File: config.mk
export PLATFORM = sky130hd
export DESIGN_NAME = mux41_rr_arbiter
export DESIGN_NICKNAME = d
export VERILOG_FILES = /design/src/rtl/mux41_rr_arbiter_pkg.sv /design/src/rtl/mux41_nand.sv /design/src/rtl/mux41_rr_arbiter.sv
export SDC_FILE = /design/constraint.sdc
export NUM_CORES = 1
export LEC_CHECK = 0
export CORE_ASPECT_RATIO = 0.6
export CORE_MARGIN = 2
export CORE_UTILIZATION = 50
export DETAILED_ROUTE_END_ITERATION = 16
export PLACE_DENSITY_LB_ADDON = 0.08
export SYNTH_ARGS = -nofsm -noshare
export SYNTH_HDL_FRONTEND = slang
export SYNTH_HIERARCHICAL = 1
export SYNTH_SLANG_ARGS = --single-unit
File: constraint.sdc
create_clock -name clk -period 2.9 [get_ports clk]
set_clock_uncertainty 0.05 [all_clocks]
set_input_delay 0.435 -clock clk [delete_from_list [all_inputs] [get_ports clk]]
set_output_delay 0.435 -clock clk [all_outputs]
set_load 0.02 [all_outputs]
File: src/rtl/mux41_rr_arbiter_pkg.sv
// Shared definitions for the round-robin arbiter in front of mux41_nand.
// Holds requester count, select width, FSM encoding and the round-robin
// pick helper used for every grant decision.
package mux41_rr_arbiter_pkg;

  localparam int N_REQ = 4;
  localparam int SEL_W = 2;

  typedef enum logic {
    IDLE  = 1'b0,
    GRANT = 1'b1
  } state_e;

  typedef struct packed {
    logic             found;
    logic [SEL_W-1:0] idx;
  } pick_t;

  // First set bit of req scanning upward from start with modulo-4 wrap.
  // Walking the offsets from highest to lowest lets the nearest hit win.
  function automatic pick_t rr_pick(input logic [N_REQ-1:0] req,
                                    input logic [SEL_W-1:0] start);
    pick_t            r;
    logic [SEL_W-1:0] k;
    r = '0;
    for (int i = N_REQ - 1; i >= 0; i--) begin
      k = start + SEL_W'(i);
      if (req[k]) begin
        r.found = 1'b1;
        r.idx   = k;
      end
    end
    return r;
  endfunction

  function automatic logic [N_REQ-1:0] onehot(input logic [SEL_W-1:0] idx);
    return N_REQ'(1) << idx;
  endfunction

endpackage

File: src/rtl/mux41_nand.sv
// 4:1 multiplexer built purely from NAND terms.
// Ports: s1/s0 select (s1 is MSB), d0..d3 data inputs, y = d[{s1,s0}].
module mux41_nand (
  input  logic s1,
  input  logic s0,
  input  logic d0,
  input  logic d1,
  input  logic d2,
  input  logic d3,
  output logic y
);

  logic n_s1, n_s0;
  logic t0, t1, t2, t3;

  assign n_s1 = ~(s1 & s1);
  assign n_s0 = ~(s0 & s0);

  assign t0 = ~(d0 & n_s1 & n_s0);
  assign t1 = ~(d1 & n_s1 & s0);
  assign t2 = ~(d2 & s1   & n_s0);
  assign t3 = ~(d3 & s1   & s0);

  assign y = ~(t0 & t1 & t2 & t3);

endmodule

File: src/rtl/mux41_rr_arbiter.sv
// Round-robin arbiter sharing one mux41_nand between four requesters.
// A granted owner keeps the mux while it requests, limited to MAX_HOLD
// consecutive cycles when somebody else is waiting.
// Ports:
//   clk, rst    clock, synchronous active-high reset
//   req_i[3:0]  request per requester
//   d_i[3:0]    data bit per requester
//   grant_o     registered one-hot grant, zero when idle
//   sel_o       index of current/last owner, drives the mux selects
//   busy_o      grant active
//   y_o         d_i[sel_o] through the NAND mux
//   y_valid_o   same as busy_o
// MAX_HOLD must be 1..7 and 2**CNT_W > MAX_HOLD.
module mux41_rr_arbiter
  import mux41_rr_arbiter_pkg::*;
#(
  parameter int MAX_HOLD = 4,
  parameter int CNT_W    = 3
) (
  input  logic             clk,
  input  logic             rst,
  input  logic [N_REQ-1:0] req_i,
  input  logic [N_REQ-1:0] d_i,
  output logic [N_REQ-1:0] grant_o,
  output logic [SEL_W-1:0] sel_o,
  output logic             busy_o,
  output logic             y_o,
  output logic             y_valid_o
);

  state_e           state_q, state_d;
  logic [SEL_W-1:0] sel_q, sel_d;
  logic [SEL_W-1:0] last_q, last_d;
  logic [CNT_W-1:0] cnt_q, cnt_d;
  logic [N_REQ-1:0] grant_q, grant_d;

  logic [N_REQ-1:0] others;
  pick_t            pick_idle, pick_next;

  // From IDLE the scan resumes after the last owner; inside a grant it
  // resumes after the current owner and never considers the owner itself.
  assign pick_idle = rr_pick(req_i, last_q + SEL_W'(1));
  assign others    = req_i & ~onehot(sel_q);
  assign pick_next = rr_pick(others, sel_q + SEL_W'(1));

  always_comb begin
    state_d = state_q;
    sel_d   = sel_q;
    last_d  = last_q;
    cnt_d   = cnt_q;
    grant_d = grant_q;
    unique case (state_q)
      IDLE: begin
        if (pick_idle.found) begin
          state_d = GRANT;
          sel_d   = pick_idle.idx;
          last_d  = pick_idle.idx;
          cnt_d   = CNT_W'(1);
          grant_d = onehot(pick_idle.idx);
        end
      end
      GRANT: begin
        if (!req_i[sel_q] || (cnt_q >= CNT_W'(MAX_HOLD))) begin
          if (pick_next.found) begin
            // Hand straight over on this edge, no idle bubble.
            sel_d   = pick_next.idx;
            last_d  = pick_next.idx;
            cnt_d   = CNT_W'(1);
            grant_d = onehot(pick_next.idx);
          end else if (!req_i[sel_q]) begin
            // Owner released with nobody waiting; sel stays put so y is stable.
            state_d = IDLE;
            grant_d = '0;
          end
          // Otherwise owner is alone at the cap: keep grant, counter saturates.
        end else begin
          cnt_d = cnt_q + CNT_W'(1);
        end
      end
      default: state_d = IDLE;
    endcase
  end

  always_ff @(posedge clk) begin
    if (rst) begin
      state_q <= IDLE;
      sel_q   <= '0;
      last_q  <= SEL_W'(N_REQ - 1);
      cnt_q   <= '0;
      grant_q <= '0;
    end else begin
      state_q <= state_d;
      sel_q   <= sel_d;
      last_q  <= last_d;
      cnt_q   <= cnt_d;
      grant_q <= grant_d;
    end
  end

  assign grant_o   = grant_q;
  assign sel_o     = sel_q;
  assign busy_o    = (state_q == GRANT);
  assign y_valid_o = busy_o;

  mux41_nand u_mux (
    .s1(sel_q[1]),
    .s0(sel_q[0]),
    .d0(d_i[0]),
    .d1(d_i[1]),
    .d2(d_i[2]),
    .d3(d_i[3]),
    .y (y_o)
  );

endmodule
==> impl_metrics.env, run 1 <==
export IMPL_worstMarginPinSlew_ps=587
export IMPL_grt_pass1_vias=953
export IMPL_layout_common_cells="clkdlybuf4s50_1, dfxtp_1, a21oi_1"
export IMPL_rsz0062_at_grt="false"
export IMPL_vias=1054
export IMPL_drive_above_1_share=0.152
export IMPL_cts_buffers=3
export IMPL_syn_to_final_growth_pct=20.9
export IMPL_dieArea_um2=2650
export IMPL_reg2reg_from="sel_o[0]"
export IMPL_clock_latency_ps=240
export IMPL_hold_slack_ps=433
export IMPL_htreeDepth=1
export IMPL_postSynth_asyncResetShare=0
export IMPL_routed_wl_um=2680
export IMPL_grt_pass1_wl_um=4510
export IMPL_firstDrtPassIters=4
export IMPL_drtIter0Drc=58
export IMPL_rr_endpoint="last_q[0]"
export IMPL_cts_tree="done"
export IMPL_start_util=0.522
export IMPL_synth_cell_types=53
export IMPL_gp_congestion=0.879
export IMPL_wire_per_inst_um=15.3
export IMPL_dpl_hpwl_um=2120
export IMPL_io_buffers=18
export IMPL_synthFlopType="dfxtp_1"
export IMPL_gr_usage_all_layers=0.232
export IMPL_grt_max_degree=14
export IMPL_synthCells=128
export IMPL_maxCapViolCount=0
export IMPL_fin_crit_sh=0.837
export IMPL_fill_cells=209
export IMPL_powerDensity_nw_per_um2=599
export IMPL_hold_violations=0
export IMPL_yosysSeqAreaShare=0.214
export IMPL_n_antenna_cell=0
export IMPL_die_height_um=40.7
export IMPL_status="completed"
export IMPL_worst_hold_path_endpoint="cnt_q[1]"
export IMPL_root_buffer="clkbuf_8"
export IMPL_ir_drop_mv=0.269
export IMPL_hold_depth=2
export IMPL_fin_crit_ps=2430
export IMPL_crit_arrival_ps=2500
export IMPL_cp_start_kind="flip-flop"
export IMPL_cts_resized=0
export IMPL_num_io_pins=19
export IMPL_coreArea_um2=2150
export IMPL_cts_path_max_buffers=2
export IMPL_leakage_nw=0.521
export IMPL_relSlewSlack=0.608
export IMPL_antenna_found_initial=0
export IMPL_cts_sinks=12
export IMPL_ys_ff_latch=12
export IMPL_setup_violations=0
export IMPL_hold_buffers=0
export IMPL_remaining_drc_errors=0
export IMPL_cts_setup_buffers=0
export IMPL_crit_fanout=7
export IMPL_clkSlewWorstSetupHoldPaths_ps=50
export IMPL_maxSlewViolCount=0
export IMPL_final_nets=162
export IMPL_yosysWarningCount=6
export IMPL_layout_commonest_cell="clkdlybuf4s50_1"
export IMPL_hold_start="cnt_q[1]"
export IMPL_setup_tns_ps=0
export IMPL_grt_overflow=0
export IMPL_antenna_left=0
export IMPL_avgSynthCellArea_um2=8.76
export IMPL_syn_cell_area_um2=1120
export IMPL_rows=13
export IMPL_rrSetupSlack_ps=470
export IMPL_die_w_um=65.1
export IMPL_criticalPathCategory="reg2reg"
export IMPL_worstSetupEndpointType="flip-flop"
export IMPL_r2r_cells=7
export IMPL_vias_per_cell=6.02
export IMPL_syn_nets=143
export IMPL_cp_data_required_time_ps=2970
export IMPL_synth_edf_count=0
export IMPL_hp_class="reg2reg"
export IMPL_timing_fmax_mhz=412
flip-flops by register name (all words and copies together), names as in the netlist:
| name | flops |
|---|---|
| cnt_q | 3 |
| last_q | 2 |
| busy_o | 1 |
| sel_o | 2 |
| grant_o | 4 |
power by group:
group | internal (mW) | switching, mW | leakage [nW]
clock network | 0.0914 | 0.0598 | 0.0216
registers | 0.196 | 0.0348 | 0.0994
logic | 0.208 | 0.222 | 0.400
how the worst max path moves through the flow:
| stage | from | cells after the start | endpoint |
|---|---|---|---|
| final | sel_o[0] | 7 | last_q[0] |
| after CTS | sel_o[0] | 7 | last_q[0] |
| after global routing | sel_o[0] | 7 | last_q[0] |
| after floorplan | sel_o[0] | 8 | last_q[0] |
| after global placement | req_i[3] | 7 | grant_o[1] |
| after detailed placement | req_i[3] | 7 | grant_o[1] |
logic make-up (layout without fill, tap and decap cells):
kind of cell,count (synthesis),after routing,synth area share
AOI/OAI and AO/OA,46,46,0.327
adders and majority gates,5,5,0.0558
buffers and inverters,17,34,0.0859
DFF,12,12,0.214
muxes,6,6,0.0759
and+or+nand+nor,42,42,0.241
synthesized netlist by cell type, types with 2 or more instances:
| cell | number | area share |
|---|---|---|
| mux2i_1 | 4 | 0.036 |
| nor2b_1 | 2 | 0.011 |
| nand3_1 | 2 | 0.0089 |
| a211oi_1 | 4 | 0.027 |
| or2b_1 | 2 | 0.013 |
| inv_1 | 6 | 0.020 |
| o21bai_1 | 2 | 0.013 |
| o31a_1 | 2 | 0.016 |
| a311oi_1 | 2 | 0.016 |
| or3b_1 | 2 | 0.016 |
| nand3b_1 | 2 | 0.013 |
| and4_1 | 2 | 0.016 |
| nor3_1 | 5 | 0.022 |
| o21ai_0 | 6 | 0.027 |
| and2_1 | 2 | 0.011 |
| nand2_1 | 3 | 0.010 |
| buf_2 | 4 | 0.018 |
| nand4_1 | 2 | 0.011 |
| a22oi_1 | 2 | 0.013 |
| nand2b_1 | 5 | 0.028 |
| a21oi_1 | 11 | 0.049 |
| ha_1 | 5 | 0.056 |
| buf_4 | 4 | 0.027 |
| nor2_1 | 6 | 0.020 |
| mux4_2 | 2 | 0.040 |
| dfxtp_1 | 12 | 0.21 |
stage by stage:
stage                     utilization  std cells  total power, mW  setup WS [ps]  cell area [µm²]
after global routing            0.631        175            0.873            357             1360
after detailed placement        0.612        172            0.663            331             1310
final                           0.631        175            0.812            473             1360
after floorplan                     -        128            0.538            271             1120
after CTS                       0.631        175            0.816            477             1360
after global placement          0.612        172            0.656            351             1310
critical path: stages (launching register included):
cell	delay [ps]
dfxtp_1	330
inv_1	110
ha_1	400
or3b_1	410
a211o_2	350
o2111a_1	200
a2111oi_4	350
o21bai_1	110
per-layer routing:
layer / track usage / wire [µm] / share of wire / vias up
li1: - / - / - / 530
met1: 0.318 / 1340 / 0.50 / 484
met2: 0.392 / 1160 / 0.43 / 40
met3: 0.0687 / 176 / 0.066 / 0
met4: 0 / 0 / 0 / 0
met5: 0 / 0 / 0 / -
cell type report:
class | instances | area, µm² | share of cell area
multi-input cells | 99 | 785 | 0.579
clock buffers | 3 | 41.3 | 0.0305
inverters | 7 | 26.3 | 0.0194
well taps | 30 | 37.5 | 0.0277
flip-flops and latches | 12 | 240 | 0.177
repair buffers | 24 | 225 | 0.166
Note: power is estimated with default switching activity, not from simulation.
==> run 2, diff against run 1 <==
- CORE_UTILIZATION: 50 -> 47
- clock period: 2.9 -> 2.1 ns (I/O delays scaled with it)
==> impl_metrics.env, run 2 (synthesized netlist as in run 1, its figures left out) <==
export IMPL_status="complete, but fails checks"
export IMPL_failed_checks="setup timing"
export IMPL_fin_crit_sh=1.02
export IMPL_rows=13
export IMPL_cts_buffers=3
export IMPL_antenna_found_initial=0
export IMPL_wire_per_inst_um=17.7
export IMPL_layout_common_cells="buf_4, clkdlybuf4s50_1, a21oi_1"
export IMPL_grt_max_degree=13
export IMPL_remaining_drc_errors=0
export IMPL_clkSlewWorstSetupHoldPaths_ps=60
export IMPL_cts_tree="done"
export IMPL_cp_start_kind="flip-flop"
export IMPL_gp_congestion=0.927
export IMPL_fill_cells=161
export IMPL_drtIter0Drc=92
export IMPL_gr_usage_all_layers=0.264
export IMPL_hp_class="reg2reg"
export IMPL_criticalPathCategory="reg2reg"
export IMPL_slowest_delay_ps=380
export IMPL_place_area_um2=1540
export IMPL_timing_fmax_mhz=469
export IMPL_grt_pass1_vias=1156
export IMPL_dieArea_um2=2800
export IMPL_ir_drop_mv=0.586
export IMPL_start_util=0.507
export IMPL_design_area_um2=1680
export IMPL_routed_wl_um=3660
export IMPL_rsz0062_at_grt="true"
export IMPL_dpl_worst_slack_ps=-375
export IMPL_hold_violations=0
export IMPL_layout_commonest_cell="buf_4"
export IMPL_vias=1241
export IMPL_coreArea_um2=2210
export IMPL_relSlewSlack=0.658
export IMPL_die_height_um=41.8
export IMPL_critPathTopFamily="compound AO/OA/AOI/OAI gates"
export IMPL_worstSetupEndpointType="flip-flop"
export IMPL_grt_pass1_wl_um=5570
export IMPL_n_antenna_cell=0
export IMPL_worstMarginPinSlew_ps=512
export IMPL_reg2reg_from="sel_o[0]"
export IMPL_worst_slack_ps=-32.4
export IMPL_maxCapViolCount=0
export IMPL_fin_util=0.759
export IMPL_hold_start="cnt_q[1]"
export IMPL_grt_overflow=0
export IMPL_hold_depth=2
export IMPL_cts_path_max_buffers=2
export IMPL_die_w_um=67.1
export IMPL_drive_above_1_share=0.379
export IMPL_firstDrtPassIters=4
export IMPL_rrSetupSlack_ps=-30
export IMPL_root_buffer="clkbuf_8"
export IMPL_worst_hold_path_endpoint="cnt_q[1]"
export IMPL_rr_endpoint="last_q[0]"
export IMPL_htreeDepth=1
export IMPL_cts_sinks=12
export IMPL_final_nets=193
export IMPL_powerDensity_nw_per_um2=839
export IMPL_r2r_cells=7
export IMPL_fin_crit_ps=2130
export IMPL_crit_chain="inv_4, ha_4, or3b_1, a211o_2, o2111a_2, a2111oi_4, o21bai_1"
export IMPL_critPathBufInv=1
export IMPL_cp_data_required_time_ps=2180
export IMPL_clock_latency_ps=250
export IMPL_largest_reg_flops=4
export IMPL_crit_fanout=4
export IMPL_num_io_pins=19
export IMPL_cp_slowest_cell="or3b_1"
export IMPL_setup_violations=2
export IMPL_setup_tns_ps=-60.8
export IMPL_maxSlewViolCount=0
export IMPL_crit_arrival_ps=2210
export IMPL_vias_per_cell=6.00
export IMPL_antenna_left=0
export IMPL_dpl_hpwl_um=2730
export IMPL_io_buffers=18
export IMPL_leakage_nw=0.705
export IMPL_syn_to_final_growth_pct=49.8
[run 2: cell types whose count changed in the layout (fill, tap and decap cells not counted), sizes merged]
cell,previous run,this run
buf,6,37
clkbuf,3,4
clkdlybuf4s50,18,13
dlygate4sd2,0,4
dlymetal6s2s,0,1
[run 2: layout make-up]
class                           count  area [µm²]  area share
Sequential cell                    12         248       0.148
Inverter                            7        28.8      0.0171
Multi-Input combinational cell     99         851       0.507
Clock buffer                        4        55.1      0.0328
Tap cell                           30        37.5      0.0224
Timing Repair Buffer               55         459       0.273
[run 2: tightest hold or removal path, delay by kind of cell, from the launching register on]
family	cells	cell delay, ps
flip-flops	1	310
AO/OA/AOI/OAI	2	130
[run 2: how the worst max path moves through the flow]
stage / startpoint / to / slack (ps) / cells after the start
2_1_floorplan: sel_o[0] / last_q[0] / 20 / 8
3_3_place_gp: req_i[2] / last_q[1] / -290 / 9
3_5_place_dp: req_i[1] / sel_o[0] / -380 / 6
4_1_cts: sel_o[0] / last_q[0] / -20 / 7
5_1_grt: sel_o[0] / last_q[0] / -110 / 7
6_report: sel_o[0] / last_q[0] / -30 / 7
[run 2: repair_timing]
action	4_1_cts	5_1_grt
gates resized for setup	11	6
hold buffers	0	0
setup endpoints to repair	8	10
pin swaps	5	3
setup buffers	2	2
[run 2: power by group]
part | switching [mW] | internal [mW] | leakage, nW
Clock | 0.0960 | 0.166 | 0.0288
Sequential | 0.0615 | 0.275 | 0.101
Combinational | 0.387 | 0.422 | 0.576
[run 2: stage by stage]
stage / hold slack, ps / instances / power (mW)
after floorplan: 337 / 128 / 0.769
after global placement: 418 / 199 / 1.03
after detailed placement: 432 / 199 / 1.05
after CTS: 441 / 205 / 1.35
after global routing: 481 / 207 / 1.49
final: 441 / 207 / 1.41
[run 2: metal layers]
layer,global-route usage,vias to the layer above,part of all wire
met5,0,-,0
met4,0.0367,0,0.0027
met3,0.0596,2,0.091
met2,0.418,61,0.47
met1,0.373,586,0.44
li1,-,592,-
==> run 3, diff against run 2 <==
- TNS_END_PERCENT: unset -> 1
==> impl_metrics.env, run 3 (synthesized netlist as in run 1, its figures left out) <==
export IMPL_status="complete, but fails checks"
export IMPL_failed_checks="setup timing"
export IMPL_reg2reg_from="sel_o[0]"
export IMPL_pwr_share_seq=0.246
export IMPL_drtIter0Drc=71
export IMPL_grt_pass1_wl_um=5520
export IMPL_comb_power_share=0.562
export IMPL_power_internal_mw=0.846
export IMPL_rsz0062_at_grt="true"
export IMPL_hold_violations=0
export IMPL_cts_path_max_buffers=2
export IMPL_gr_usage_all_layers=0.263
export IMPL_cts_buffers=3
export IMPL_switchingPower_mw=0.539
export IMPL_setup_violations=2
export IMPL_firstDrtPassIters=4
export IMPL_start_util=0.507
export IMPL_coreArea_um2=2210
export IMPL_leakage_nw=0.702
export IMPL_switching_share=0.389
export IMPL_fin_crit_ps=2170
export IMPL_grt_pass1_vias=1138
export IMPL_power_mw=1.38
export IMPL_grt_overflow=0
export IMPL_grt_busiest_layer="met2"
export IMPL_worstMarginPinSlew_ps=490
export IMPL_critPathLaunch="sel_o[0]"
export IMPL_remaining_drc_errors=0
export IMPL_hold_buffers=0
export IMPL_grt_max_degree=13
export IMPL_cts_tree="done"
export IMPL_fin_crit_sh=1.03
export IMPL_gp_congestion=0.927
export IMPL_criticalPathCategory="reg2reg"
export IMPL_relSlewSlack=0.673
export IMPL_cp_start_kind="flip-flop"
export IMPL_layout_commonest_cell="buf_4"
export IMPL_die_height_um=41.8
export IMPL_n_antenna_cell=0
export IMPL_rows=13
export IMPL_num_io_pins=19
export IMPL_vias=1241
export IMPL_worst_slack_ps=-73.4
export IMPL_cts_sinks=12
export IMPL_crit_fanout=7
export IMPL_hold_start="cnt_q[1]"
export IMPL_clock_latency_ps=250
export IMPL_syn_to_final_growth_pct=48.4
export IMPL_fin_util=0.752
export IMPL_wire_per_inst_um=17.8
export IMPL_layout_common_cells="buf_4, clkdlybuf4s50_1, a21oi_1"
export IMPL_drive_above_1_share=0.360
export IMPL_worstSetupEndpointType="flip-flop"
export IMPL_dpl_worst_slack_ps=-375
export IMPL_antenna_left=0
export IMPL_routed_wl_um=3660
export IMPL_crit_arrival_ps=2240
export IMPL_final_nets=191
export IMPL_powerDensity_nw_per_um2=832
export IMPL_pwr_share_clk=0.192
export IMPL_clkSlewWorstSetupHoldPaths_ps=60
export IMPL_antenna_found_initial=0
export IMPL_met2_usage=0.418
export IMPL_largest_reg_flops=4
export IMPL_io_buffers=18
export IMPL_maxSlewViolCount=0
export IMPL_gr_usage_met1=0.358
export IMPL_maxCapViolCount=0
export IMPL_ir_drop_mv=0.575
export IMPL_dpl_hpwl_um=2730
export IMPL_die_w_um=67.1
export IMPL_htreeDepth=1
export IMPL_cp_data_required_time_ps=2170
export IMPL_root_buffer="clkbuf_8"
export IMPL_hp_class="reg2reg"
export IMPL_vias_per_cell=6.05
export IMPL_grt_use_met3=0.0732
export IMPL_timing_fmax_mhz=460
export IMPL_dieArea_um2=2800
==> run 3: cell type report <==
| cell class | count | area (µm²) |
|---|---|---|
| Multi-Input combinational cell | 99 | 853 |
| Sequential cell | 12 | 245 |
| Clock buffer | 4 | 55.1 |
| Timing Repair Buffer | 53 | 444 |
| Inverter | 7 | 28.8 |
| Tap cell | 30 | 37.5 |
| Fill cell | 171 | 548 |
==> run 3: final timing paths <==
kind,endpoint,slack (ps),depth (start not counted)
setup / recovery,sel_o[0],-70,7
hold / removal,cnt_q[1],440,2
setup reg to reg,sel_o[0],-70,7
hold reg to reg,cnt_q[1],440,2
==> run 3: worst max-delay path, stage by stage, from the launching register on <==
cell	delay [ps]
dfxtp_4	400
inv_4	60
ha_4	230
or3b_1	380
a211o_2	320
o2111a_2	170
a2111oi_4	350
nor3_2	90
==> run 3: power groups by stage <==
stage                     clock, mW  combinational, mW  sequential [mW]
after global routing          0.277              0.834            0.347
final                         0.265              0.778            0.341
after floorplan                   0              0.421            0.348
after detailed placement          0              0.711            0.343
after CTS                     0.265              0.712            0.339
after global placement            0              0.694            0.339
==> run 3: repair_timing <==
item / CTS / global route
setup buffers: 0 / 2
pin swaps: 0 / 3
setup endpoints to repair: 8 / 9
resized for setup: 4 / 12
==> run 3: per-layer routing <==
| layer | part of all wire | routed length (µm) |
|---|---|---|
| met1 | 0.45 | 1650 |
| met5 | 0 | 0 |
| met4 | 0.011 | 39 |
| met3 | 0.072 | 263 |
| met2 | 0.47 | 1710 |
==> run 3: stage by stage <==
| step | std cells | setup TNS (ps) | cell area (µm²) | hold slack, ps |
|---|---|---|---|---|
| finish | 205 | -137 | 1660 | 444 |
| global route | 205 | -562 | 1660 | 481 |
| CTS | 203 | -195 | 1590 | 441 |
| detailed placement | 199 | -3120 | 1540 | 432 |
| global placement | 199 | -2440 | 1540 | 418 |
| floorplan | 128 | 0 | 1150 | 337 |
